[config.mk]
export PLATFORM = sky130hd
export DESIGN_NAME = affine_sbmv_gen
export DESIGN_NICKNAME = d
export VERILOG_FILES = /design/src/rtl/affine_pkg.sv /design/src/rtl/affine_mv_round.sv /design/src/rtl/affine_sbmv_gen.sv
export SDC_FILE = /design/constraint.sdc
export NUM_CORES = 2
export LEC_CHECK = 0
export ABC_AREA = 0
export CAP_MARGIN = 25
export CORE_MARGIN = 4
export CORE_UTILIZATION = 50
export DETAILED_ROUTE_END_ITERATION = 6
export PLACE_DENSITY_LB_ADDON = 0.15
export SETUP_SLACK_MARGIN = 0.15
export SLEW_MARGIN = 20
export SYNTH_ARGS = -nofsm -noshare
export SYNTH_HDL_FRONTEND = slang
export SYNTH_HIERARCHICAL = 1
export SYNTH_SLANG_ARGS = --single-unit
[constraint.sdc]
create_clock -name clk -period 8.8 [get_ports clk]
set_input_delay 1.32 -clock clk [delete_from_list [all_inputs] [get_ports clk]]
set_output_delay 1.32 -clock clk [all_outputs]
set_load 0.01 [all_outputs]
[src/rtl/affine_pkg.sv]
// Shared types and constants for the affine subblock MV generator.
package affine_pkg;

    localparam int MV_W     = 18;
    localparam int ACC_W    = 32;
    localparam int INT_W    = 13;
    localparam int FRAC_W   = 5;
    localparam int MV_OUT_W = INT_W + 4;
    localparam int CNT_W    = 5;
    localparam int CLIP_MIN = -65536;
    localparam int CLIP_MAX = 65535;

    typedef enum logic [2:0] {
        ST_IDLE  = 3'd0,
        ST_DELTA = 3'd1,
        ST_INIT  = 3'd2,
        ST_RUN   = 3'd3,
        ST_FLUSH = 3'd4
    } state_t;

    typedef struct packed {
        logic [7:0]        dif_x;
        logic [7:0]        dif_y;
        logic [INT_W-1:0]  int_x;
        logic [INT_W-1:0]  int_y;
        logic [FRAC_W-1:0] frac_x;
        logic [FRAC_W-1:0] frac_y;
        logic              last;
    } sb_out_t;

    // (a - b) scaled into the 2^7 accumulator domain for one CU dimension
    function automatic logic signed [ACC_W-1:0] scale_diff(
        input logic signed [MV_W-1:0] a,
        input logic signed [MV_W-1:0] b,
        input logic [2:0]             sh
    );
        logic signed [ACC_W-1:0] ea;
        logic signed [ACC_W-1:0] eb;
        ea = ACC_W'(a);
        eb = ACC_W'(b);
        return (ea - eb) <<< sh;
    endfunction

endpackage

[src/rtl/affine_mv_round.sv]
// Round-half-away-from-zero of a 2^7-scaled accumulator, clip, and split into integer/fraction.
module affine_mv_round
    import affine_pkg::*;
(
    input  logic signed [ACC_W-1:0] acc,
    output logic [INT_W-1:0]        mv_int,
    output logic [FRAC_W-1:0]       mv_frac
);

    localparam logic signed [ACC_W:0] CMAX = (ACC_W+1)'(CLIP_MAX);
    localparam logic signed [ACC_W:0] CMIN = (ACC_W+1)'(CLIP_MIN);

    logic signed [ACC_W:0]   acc_ext_s;
    logic signed [ACC_W:0]   mag_s;
    logic signed [ACC_W:0]   rnd_s;
    logic signed [ACC_W:0]   mv_full_s;
    logic [MV_OUT_W-1:0]     mv_clip_s;

    // magnitude rounding keeps the result symmetric around zero
    always_comb begin
        acc_ext_s = {acc[ACC_W-1], acc};
        if (acc_ext_s[ACC_W]) begin
            mag_s = -acc_ext_s;
        end else begin
            mag_s = acc_ext_s;
        end
        rnd_s = (mag_s + (ACC_W+1)'(64)) >>> 3'd7;
        if (acc_ext_s[ACC_W]) begin
            mv_full_s = -rnd_s;
        end else begin
            mv_full_s = rnd_s;
        end
        if (mv_full_s > CMAX) begin
            mv_clip_s = MV_OUT_W'(CLIP_MAX);
        end else if (mv_full_s < CMIN) begin
            mv_clip_s = MV_OUT_W'(CLIP_MIN);
        end else begin
            mv_clip_s = mv_full_s[MV_OUT_W-1:0];
        end
        mv_int  = mv_clip_s[MV_OUT_W-1:4];
        mv_frac = {{(FRAC_W-4){1'b0}}, mv_clip_s[3:0]};
    end

endmodule

[src/rtl/affine_sbmv_gen.sv]
// Walks one affine CU's 4x4 subblocks in raster order, emitting one rounded MV per handshake.
module affine_sbmv_gen
    import affine_pkg::*;
(
    input  logic                     clk,
    input  logic                     rst,
    input  logic                     start,
    input  logic [11:0]              cu_x,
    input  logic [11:0]              cu_y,
    input  logic [2:0]               cu_log2w,
    input  logic [2:0]               cu_log2h,
    input  logic                     six_para,
    input  logic signed [MV_W-1:0]   cpmv0_x,
    input  logic signed [MV_W-1:0]   cpmv0_y,
    input  logic signed [MV_W-1:0]   cpmv1_x,
    input  logic signed [MV_W-1:0]   cpmv1_y,
    input  logic signed [MV_W-1:0]   cpmv2_x,
    input  logic signed [MV_W-1:0]   cpmv2_y,
    output logic                     busy,
    output logic                     sb_valid,
    input  logic                     sb_ready,
    output logic [11:0]              Ipu_x,
    output logic [11:0]              Ipu_y,
    output logic signed [7:0]        blk4x4_dif_coor_x,
    output logic signed [7:0]        blk4x4_dif_coor_y,
    output logic signed [INT_W-1:0]  vect_4para_Int_x,
    output logic signed [INT_W-1:0]  vect_4para_Int_y,
    output logic [FRAC_W-1:0]        vect_4para_Frac_x,
    output logic [FRAC_W-1:0]        vect_4para_Frac_y,
    output logic                     sb_last,
    output logic                     done
);

    state_t state_r, next_state_s;

    logic [2:0]              log2w_r, log2h_r;
    logic                    six_r;
    logic signed [MV_W-1:0]  mv0x_r, mv0y_r, mv1x_r, mv1y_r, mv2x_r, mv2y_r;
    logic signed [ACC_W-1:0] d_hor_x_r, d_hor_y_r, d_ver_x_r, d_ver_y_r;
    logic signed [ACC_W-1:0] d_hor_x_s, d_hor_y_s, d_ver_x_s, d_ver_y_s;
    logic signed [ACC_W-1:0] acc_x_r, acc_y_r, row_x_r, row_y_r;
    logic signed [ACC_W-1:0] base_x_s, base_y_s, next_row_x_s, next_row_y_s;
    logic [CNT_W-1:0]        sb_x_r, sb_y_r, cols_m1_s, rows_m1_s;
    logic                    load_s, row_end_s, last_s;
    logic [INT_W-1:0]        int_x_s, int_y_s;
    logic [FRAC_W-1:0]       frac_x_s, frac_y_s;
    sb_out_t                 out_r;
    logic                    sb_valid_r, busy_r, done_r;
    logic [11:0]             ipu_x_r, ipu_y_r;

    assign load_s    = (state_r == ST_RUN) && (!sb_valid_r || sb_ready);
    assign cols_m1_s = CNT_W'((8'd1 << (log2w_r - 3'd2)) - 8'd1);
    assign rows_m1_s = CNT_W'((8'd1 << (log2h_r - 3'd2)) - 8'd1);
    assign row_end_s = (sb_x_r == cols_m1_s);
    assign last_s    = row_end_s && (sb_y_r == rows_m1_s);

    // per-step deltas; the 4-param model derives the vertical gradient by rotation
    always_comb begin
        d_hor_x_s = scale_diff(mv1x_r, mv0x_r, 3'd7 - log2w_r);
        d_hor_y_s = scale_diff(mv1y_r, mv0y_r, 3'd7 - log2w_r);
        if (six_r) begin
            d_ver_x_s = scale_diff(mv2x_r, mv0x_r, 3'd7 - log2h_r);
            d_ver_y_s = scale_diff(mv2y_r, mv0y_r, 3'd7 - log2h_r);
        end else begin
            d_ver_x_s = -d_hor_y_s;
            d_ver_y_s = d_hor_x_s;
        end
    end

    assign base_x_s     = (ACC_W'(mv0x_r) <<< 3'd7) + (d_hor_x_r <<< 3'd1) + (d_ver_x_r <<< 3'd1);
    assign base_y_s     = (ACC_W'(mv0y_r) <<< 3'd7) + (d_hor_y_r <<< 3'd1) + (d_ver_y_r <<< 3'd1);
    assign next_row_x_s = row_x_r + (d_ver_x_r <<< 3'd2);
    assign next_row_y_s = row_y_r + (d_ver_y_r <<< 3'd2);

    affine_mv_round u_round_x (.acc(acc_x_r), .mv_int(int_x_s), .mv_frac(frac_x_s));
    affine_mv_round u_round_y (.acc(acc_y_r), .mv_int(int_y_s), .mv_frac(frac_y_s));

    // state register
    always_ff @(posedge clk) begin
        if (rst) begin
            state_r <= ST_IDLE;
        end else begin
            state_r <= next_state_s;
        end
    end

    // next-state logic
    always_comb begin
        next_state_s = state_r;
        case (state_r)
            ST_IDLE: begin
                if (start) begin
                    next_state_s = ST_DELTA;
                end else begin
                    next_state_s = ST_IDLE;
                end
            end
            ST_DELTA: next_state_s = ST_INIT;
            ST_INIT:  next_state_s = ST_RUN;
            ST_RUN: begin
                if (load_s && last_s) begin
                    next_state_s = ST_FLUSH;
                end else begin
                    next_state_s = ST_RUN;
                end
            end
            ST_FLUSH: begin
                if (sb_ready) begin
                    next_state_s = ST_IDLE;
                end else begin
                    next_state_s = ST_FLUSH;
                end
            end
            default: next_state_s = ST_IDLE;
        endcase
    end

    // command latch, gradient setup, accumulator walk and output registers
    always_ff @(posedge clk) begin
        if (rst) begin
            log2w_r <= 3'd0;  log2h_r <= 3'd0;  six_r <= 1'b0;
            mv0x_r <= '0; mv0y_r <= '0; mv1x_r <= '0; mv1y_r <= '0; mv2x_r <= '0; mv2y_r <= '0;
            d_hor_x_r <= '0; d_hor_y_r <= '0; d_ver_x_r <= '0; d_ver_y_r <= '0;
            acc_x_r <= '0; acc_y_r <= '0; row_x_r <= '0; row_y_r <= '0;
            sb_x_r <= '0; sb_y_r <= '0;
            out_r <= '0;
            sb_valid_r <= 1'b0; busy_r <= 1'b0; done_r <= 1'b0;
            ipu_x_r <= 12'd0; ipu_y_r <= 12'd0;
        end else begin
            done_r <= 1'b0;
            case (state_r)
                ST_IDLE: begin
                    if (start) begin
                        busy_r  <= 1'b1;
                        ipu_x_r <= cu_x;     ipu_y_r <= cu_y;
                        log2w_r <= cu_log2w; log2h_r <= cu_log2h;
                        six_r   <= six_para;
                        mv0x_r <= cpmv0_x; mv0y_r <= cpmv0_y;
                        mv1x_r <= cpmv1_x; mv1y_r <= cpmv1_y;
                        mv2x_r <= cpmv2_x; mv2y_r <= cpmv2_y;
                    end
                end
                ST_DELTA: begin
                    d_hor_x_r <= d_hor_x_s; d_hor_y_r <= d_hor_y_s;
                    d_ver_x_r <= d_ver_x_s; d_ver_y_r <= d_ver_y_s;
                end
                ST_INIT: begin
                    acc_x_r <= base_x_s; row_x_r <= base_x_s;
                    acc_y_r <= base_y_s; row_y_r <= base_y_s;
                    sb_x_r  <= '0;       sb_y_r  <= '0;
                end
                ST_RUN: begin
                    if (load_s) begin
                        sb_valid_r   <= 1'b1;
                        out_r.dif_x  <= {1'b0, sb_x_r, 2'b00};
                        out_r.dif_y  <= {1'b0, sb_y_r, 2'b00};
                        out_r.int_x  <= int_x_s;
                        out_r.int_y  <= int_y_s;
                        out_r.frac_x <= frac_x_s;
                        out_r.frac_y <= frac_y_s;
                        out_r.last   <= last_s;
                        if (row_end_s) begin
                            sb_x_r  <= '0;
                            sb_y_r  <= sb_y_r + 5'd1;
                            row_x_r <= next_row_x_s; acc_x_r <= next_row_x_s;
                            row_y_r <= next_row_y_s; acc_y_r <= next_row_y_s;
                        end else begin
                            sb_x_r  <= sb_x_r + 5'd1;
                            acc_x_r <= acc_x_r + (d_hor_x_r <<< 3'd2);
                            acc_y_r <= acc_y_r + (d_hor_y_r <<< 3'd2);
                        end
                    end
                end
                ST_FLUSH: begin
                    if (sb_ready) begin
                        sb_valid_r <= 1'b0;
                        busy_r     <= 1'b0;
                        done_r     <= 1'b1;
                    end
                end
                default: begin
                end
            endcase
        end
    end

    assign busy              = busy_r;
    assign sb_valid          = sb_valid_r;
    assign done              = done_r;
    assign Ipu_x             = ipu_x_r;
    assign Ipu_y             = ipu_y_r;
    assign blk4x4_dif_coor_x = out_r.dif_x;
    assign blk4x4_dif_coor_y = out_r.dif_y;
    assign vect_4para_Int_x  = out_r.int_x;
    assign vect_4para_Int_y  = out_r.int_y;
    assign vect_4para_Frac_x = out_r.frac_x;
    assign vect_4para_Frac_y = out_r.frac_y;
    assign sb_last           = out_r.last;

endmodule
# --- Word-level counts from Yosys, hierarchy flattened ---
# Index checks and enable logic that the tools add are counted.
totals:
  regBits: 452
  out_inout_bits: 80
op_classes:
  add_sub_neg: 27
  magnitude_cmp: 4
  eq_ne: 10
  shifts: 6
  mux: 38
  bitwise: 1
  reduce_logical: 16
ops:
  columns: ["op", "count"]
  rows:
  - ["32-bit 2-to-1 mux", 8]
  - ["32-bit case mux with 2 select lines", 4]
  - ["32-bit adder", 6]
  - ["33-bit 2-to-1 mux", 4]
  - ["19-bit by 3-bit <<< shifter with 31-bit output", 4]
  - ["18-bit by 18-bit subtractor with 19-bit output", 4]
  - ["17-bit 2-to-1 mux", 4]
  - ["33-bit by 8-bit adder with 33-bit output (second input constant)", 2]
  - ["33-bit by 17-bit greater-than comparator with 1-bit output (second input constant)", 2]
  - ["33-bit by 17-bit < comparator with 1-bit output (second input constant)", 2]
  - ["26-bit negation with 33-bit output", 2]
  - ["32-bit negation with 33-bit output", 2]
  - ["25-bit by 32-bit adder with 32-bit output", 2]
  - ["31-bit 2-to-1 mux", 2]
  - ["31-bit negation", 1]
  - ["5-bit 2-to-1 mux", 4]
  - ["5-bit case mux with 2 select lines", 2]
  - ["3-bit case mux with 5 select lines", 1]
  - ["5-bit by 1-bit adder with 5-bit output (second input constant)", 2]
  - ["5-bit equality test", 2]
  - ["1-bit by 3-bit left shift with 5-bit output (first input constant)", 2]
  - ["5-bit by 1-bit subtractor with 5-bit output (second input constant)", 2]
  - ["3-bit AND reduction", 3]
  - ["2-bit inequality test (second input constant)", 4]
  - ["other kinds (16)", 31]

# --- Logic depth before layout (Yosys ltp) ---
depth:
  ltp_word: 8
  mapped_depth: 25

# --- Modules after synthesis ---
# The synthesis kept the hierarchy.
by_module_without_submodules:
  columns: ["mod", "instances", "cells_each", "area_each_um2"]
  rows:
  - ["affine_sbmv_gen", 1, 4483, 34354.2]
  - ["affine_mv_round", 2, 423, 2899.0]

# --- Least setup slack after synthesis ---
# OpenSTA, ideal clock, no wires.
synth_timing:
  kind: "register to register"
  from: "register acc_x_r[31]"
  to: "register out_r (netlist bit vect_4para_Int_x[3])"
  setup_time_ps: 70
  t_arrival_ps: 6244
  required_ps: 8730
  slack_ps: 2486
  stages_incl_launch_ff: 26
  path_buffers: 8
  cell_sequence: "dfxtp_1 > buf_1 > clkbuf_1 > clkbuf_1 > buf_1 > clkbuf_1 > clkbuf_1 > clkbuf_1 > nand2_1 > xnor2_1 > ha_1 > and2_1 > mux2i_1 > a21oi_1 > a211o_1 > xnor2_1 > nor4_1 > nand2_1 > or3_4 > mux2_4 > a32o_1 > a41o_4 > buf_6 > o21ai_2 > nand2_1 > a21oi_1"
synth_between:
  elab_chain_len: 8
synth_lines:
  columns: ["item", "line", "source"]
  rows:
  - ["from (decl)", "affine_sbmv_gen.sv:41", "logic signed [ACC_W-1:0] acc_x_r, acc_y_r, row_x_r, row_y_r;"]
  - ["from (signal assigned)", "affine_sbmv_gen.sv:148", "acc_x_r <= base_x_s; row_x_r <= base_x_s;"]
  - ["from (signal assigned)", "affine_sbmv_gen.sv:165", "row_x_r <= next_row_x_s; acc_x_r <= next_row_x_s;"]
  - ["from (signal assigned)", "affine_sbmv_gen.sv:169", "acc_x_r <= acc_x_r + (d_hor_x_r <<< 3'd2);"]
  - ["32-bit negation with 33-bit output", "affine_mv_round.sv:23", "mag_s = -acc_ext_s;"]
  - ["33-bit 2-to-1 mux", "affine_mv_round.sv:22", "if (acc_ext_s[ACC_W]) begin"]
  - ["33-bit by 8-bit adder with 33-bit output", "affine_mv_round.sv:27", "rnd_s = (mag_s + (ACC_W+1)'(64)) >>> 3'd7;"]
  - ["26-bit negation with 33-bit output", "affine_mv_round.sv:29", "mv_full_s = -rnd_s;"]
  - ["33-bit 2-to-1 mux *", "affine_mv_round.sv:28", "if (acc_ext_s[ACC_W]) begin"]
  - ["33-bit by 17-bit < comparator with 1-bit output", "affine_mv_round.sv:35", "end else if (mv_full_s < CMIN) begin"]
  - ["17-bit 2-to-1 mux", "affine_mv_round.sv:35", null]
  - ["17-bit 2-to-1 mux *", "affine_mv_round.sv:33", "if (mv_full_s > CMAX) begin"]
  - ["net int_x_s[3]", "affine_sbmv_gen.sv:45", "logic [INT_W-1:0] int_x_s, int_y_s;"]
  - ["to (decl)", "affine_sbmv_gen.sv:47", "sb_out_t out_r;"]
# The timed path passes the listed nets; every way through them passes the cells marked *.
# A chain may end at the register's enable or synchronous reset.

# --- Final worst setup path ---
layout_timing:
  from: "register acc_x_r[31]"
  to: "register out_r (netlist bit vect_4para_Frac_x[2])"
layout_between:
  elab_chain_len: 8
layout_lines:
  columns: ["item", "line", "source"]
  rows:
  - ["32-bit negation with 33-bit output", "affine_mv_round.sv:23", null]
  - ["33-bit 2-to-1 mux", "affine_mv_round.sv:22", null]
  - ["33-bit by 8-bit adder with 33-bit output", "affine_mv_round.sv:27", null]
  - ["26-bit negation with 33-bit output", "affine_mv_round.sv:29", null]
  - ["33-bit 2-to-1 mux *", "affine_mv_round.sv:28", null]
  - ["33-bit by 17-bit < comparator with 1-bit output", "affine_mv_round.sv:35", null]
  - ["17-bit 2-to-1 mux", "affine_mv_round.sv:35", null]
  - ["17-bit 2-to-1 mux *", "affine_mv_round.sv:33", null]
  - ["net frac_x_s[2]", "affine_sbmv_gen.sv:46", "logic [FRAC_W-1:0] frac_x_s, frac_y_s;"]
# Marked as above.

==> parameters.txt <==
Parameter                              Value

Outcome
  Outcome ... complete, no violations

Synthesis
  Post-synthesis share of cell area spent on full adders, half adders and majority gates ... between 10% and 20%
  Xor and xnor fraction of the mapped netlist area ... 8.25%
  Share of the yosys chip area belonging to registers ... 21.7%
  Asr flop ratio synth ... 0%
  Area fraction in compound gates after synthesis ... 28.2%
  Number of distinct library cells after synthesis ... 125
  Instance count of the mapped netlist ... 5329
  Cell taking the most area after synthesis ... dfxtp_1
  Area fraction in and, or, nand and nor cells after synthesis ... 22.4%
  Area share of the largest cell type after synthesis ... a little over a fifth
  Average size of a mapped cell ... 7.53 sq um
  Number of synthesized flops with an enable pin ... 0
  Number of register bits inferred by synthesis ... 436
  Netlist Area Pre-Place ... approximately 40000 sq um
  YS warnings ... 6
  Combinational family with the most area after synthesis ... compound AO/OA/AOI/OAI gates
  Dominant cells by area after synthesis ... dfxtp_1 (22%), ha_1 (8.3%), nand2_1 (7.0%), a21oi_1 (6.6%), xnor2_1 (5.0%)
  Mux cell area share after synthesis ... under 10%
  Flip-flop cell with the highest count after synthesis ... dfxtp_1

Setup path
  Slowest stage cell, crit path ... a21boi_2
  Critical Path Source Type ... flip-flop
  Peak fanout along the critical path ... 43
  Crit path required time ... 9.28 ns
  Arrival time of the worst setup path ... 6.40 ns
  Capturing instance or port of the critical path ... vect_4para_Frac_x[2]
  Crit path buf inv count ... 1
  Flop2flop setup slack ... 2.88 ns
  Cell class contributing the biggest share of worst-path delay ... compound AO/OA/AOI/OAI gates
  CP Cell Sequence ... buf_4 > nand2_1 > xnor2_1 > ha_1 > nor2b_1 > mux2i_1 > a21oi_1 > a211o_1 > xnor2_1 > nor4_1 > nand2_1 > o41ai_1 > xnor2_1 > nor4bb_1 > a21boi_2 > o21ai_0 > nand2_1 > a21oi_1
  Sort of element at the end of the critical path ... flip-flop
  Reg2reg path depth ... 18
  Reg2Reg Launch Point ... acc_x_r[31]
  Crit. path cell count ... 18
  Slowest stage delay, CP ... 0.72 ns
  Category of the critical setup timing path ... flip-flop to flip-flop
  Worst R2R End ... vect_4para_Frac_x[2]
  Launch point of the critical path ... acc_x_r[31]

Detailed routing
  Wire length per cell after detailed routing ... 21.2 microns
  Amount of wire on met2 after detailed routing ... between 50000 and 60000 microns
  Routed Antenna Nets ... 0
  Detailed-routing iteration count for the pre-antenna-repair pass ... 6
  Number of violations reported at the end of detailed-routing iteration 0 ... 3791
  Via Count ... roughly 40000
  Detailed-route wire length ... roughly 140000 microns
  Highest Signal Layer ... met5
  Remaining design rule violation count ... 0
  Via-per-instance ratio ... between 6 and 7
  Total length of routed met3 wires ... 8970 microns
  Routed length on met1 ... 61800 microns

Timing
  Final hold violation count ... 0
  Top achievable clock speed ... approximately 0.17 GHz
  Layout Skew ... 0.0264 ns
  Worst-case hold slack ... about 0.45 ns
  Final worst path period share ... 67.2%
  Pins Over Slew Limit ... 0
  Slew HR ... 28.1%
  Actual transition at the worst max-transition pin ... 1.05 ns
  Final critical path time including I/O delays and setup ... 5.92 ns
  Aggregate negative setup slack ... 0 ns
  Total setup violations reported at the end of the flow ... 0
  Setup repair after global routing missed its margin ... no

Die
  Die area ... 84900 sq um
  Initial Utilization ... 50.7%
  Core Footprint ... 79300 sq um
  Placement Rows ... 103
  Chip Width ... around 290 microns
  Die height ... approximately 300 microns
  Boundary Pins ... 223

Placed design
  Detailed Place HPWL ... around 100000 microns
  Dpl cell area ... 42800 sq um
  Gpl congestion ... 1.03
  Port Buffer Count ... ~220
  Placed cell count ... 6332

Clock tree
  Root Driver ... clkbuf_16
  Largest buffer count on any clock path ... 3
  CTS buffer count ... 53
  Number of levels in the clock H-tree ... 2
  Clock latency on the worst-skew pair ... 0.65 ns
  Worst-path clk slew ... 0.07 ns
  Setup repair bufs after CTS ... 0
  Number of buffers inserted for hold repair after clock tree synthesis ... 0
  Clock tree from TritonCTS ... built
  Post-cts sizing count ... 0
  CTS sink count ... 436

Layout
  Most frequent standard cell in the layout excluding fill and tap cells ... nand2_1
  Net count reported at finish ... between 5000 and 6000
  Final Cell Area ... 44800 sq um
  Sequential cell area ... 8730 sq um
  Area used by multi-input combinational logic ... 29700 sq um
  Top library cells by usage in the layout, fill and taps aside ... nand2_1 (746), a21oi_1 (525), nor2_1 (458)
  Layout cells sized above 1 ... under 10%
  Diode count ... 0
  Post-synthesis to final-layout area growth ... 11.5%
  Fin util ... 56.5%
  Post-layout instance count excluding filler cells ... between 6000 and 7000
  Number of fill cells ... 7608

Global routing
  Number of antenna violations at the first check in global routing ... 1
  Pin count of the biggest net entering global routing ... between 150 and 200
  Wire length of the first global-routing pass ... 211000 microns
  Global-route congestion overflow total ... 0
  Gr usage total ... 30.6%
  Vias in the first global route ... 36689

Job
  Max-capacitance violation count ... 0

Power
  Maximum VDD drop ... around 150 uV
  Power Dens Cells ... a little over 200 nW/um^2
  Leakage power summed over all cells ... 17.9 nW

Worst hold path
  HP Class ... flip-flop to flip-flop
## worst reg2reg max path, delay by kind of cell (launching register included)
family / cells / cell delay, ns
compound gates: 6 / 1.98
xor+xnor: 3 / 0.55
fa+ha+maj: 1 / 0.24
buf+inv: 1 / 0.50
flops: 1 / 0.63
mux: 1 / 0.34
simple gates: 6 / 1.54
## layout make-up
type | instances | share of cell area, %
clock buffers | 66 | 3.25
clock inverters | 32 | 1.13
inverters | 137 | 1.15
multi-input cells | 4448 | 66.3
flip-flops and latches | 436 | 19.5
well taps | 1050 | 2.93
repair buffers | 261 | 5.69
## logic make-up (layout without fill, tap and decap cells)
family | after synthesis | after routing
xor gates and xnor gates | 373 | 373
AOI/OAI and AO/OA | 1694 | 1694
buffers and inverters | 450 | 496
muxes | 129 | 129
other | 3 | 8
adders and majority gates | 319 | 319
and+or+nand+nor | 1925 | 1925
DFF | 436 | 436
## Yosys cell counts, types with 16 or more instances
| cell type | number |
|---|---|
| or3_1 | 47 |
| o211ai_1 | 73 |
| a311oi_1 | 22 |
| mux2_2 | 34 |
| a21o_1 | 115 |
| dfxtp_1 | 436 |
| nand3_1 | 129 |
| nand4_1 | 44 |
| xor2_1 | 139 |
| o21ai_0 | 306 |
| and3_1 | 36 |
| nor2b_1 | 44 |
| nand2b_1 | 49 |
| a31oi_1 | 76 |
| o41ai_1 | 17 |
| and2_1 | 34 |
| buf_1 | 34 |
| nor2_1 | 461 |
| ha_1 | 265 |
| o21ai_1 | 16 |
| o31ai_1 | 45 |
| a211oi_1 | 100 |
| nor3_1 | 162 |
| xnor2_1 | 230 |
| o22ai_1 | 32 |
| o221ai_1 | 16 |
| buf_2 | 24 |
| a211o_1 | 19 |
| o21bai_1 | 30 |
| o21ai_2 | 21 |
| mux2i_1 | 73 |
| nand2_1 | 749 |
| mux4_2 | 20 |
| inv_1 | 134 |
| o21a_1 | 53 |
| nor4_1 | 42 |
| or2_2 | 32 |
| a21oi_1 | 526 |
| clkbuf_1 | 237 |
| fa_1 | 54 |
## worst min path at each step
stage | startpoint | endpoint | slack, ns | cells after the start
after CTS | Ipu_x[7] | Ipu_x[7] | 0.45 | 2
after global routing | Ipu_x[10] | Ipu_x[10] | 0.47 | 2
after detailed placement | vect_4para_Frac_y[4] | vect_4para_Frac_y[4] | 0.45 | 2
after global placement | Ipu_y[3] | Ipu_y[3] | 0.44 | 2
final | Ipu_y[10] | Ipu_y[10] | 0.45 | 2
after floorplan | row_y_r[18] | row_y_r[18] | 0.44 | 2
## sequential cells by signal, summed over array words and instances (netlist names), 12 cells and up
name	count
acc_y_r	32
acc_x_r	31
d_ver_x_r	31
row_x_r	31
row_y_r	31
d_hor_x_r	26
d_hor_y_r	26
d_ver_y_r	26
mv0x_r	18
mv0y_r	18
mv1x_r	18
mv1y_r	18
mv2x_r	18
mv2y_r	18
vect_4para_Int_x	13
vect_4para_Int_y	13
Ipu_x	12
Ipu_y	12
## through the flow
step	power (mW)	worst slack (ns)
floorplan	5.47	2.49
global placement	6.60	3.02
detailed placement	6.62	2.91
CTS	9.12	2.89
global route	9.69	2.31
finish	9.17	2.88
## per-layer routing
layer  up-vias  global-route usage, %
met1     18672                   43.1
met3       263                   3.43
met4         2                   11.7
li1      19454                      -
met2      1430                   48.1
met5         -                      0
## where the power goes
| part | internal, mW | switching, mW | leakage (nW) |
|---|---|---|---|
| combinational | 1.62 | 2.65 | 13.4 |
| sequential | 2.15 | 0.282 | 3.56 |
| clock | 1.50 | 0.969 | 0.960 |
| total | 5.27 | 3.90 | 17.9 |
Note: power is estimated with default switching activity, not from simulation.
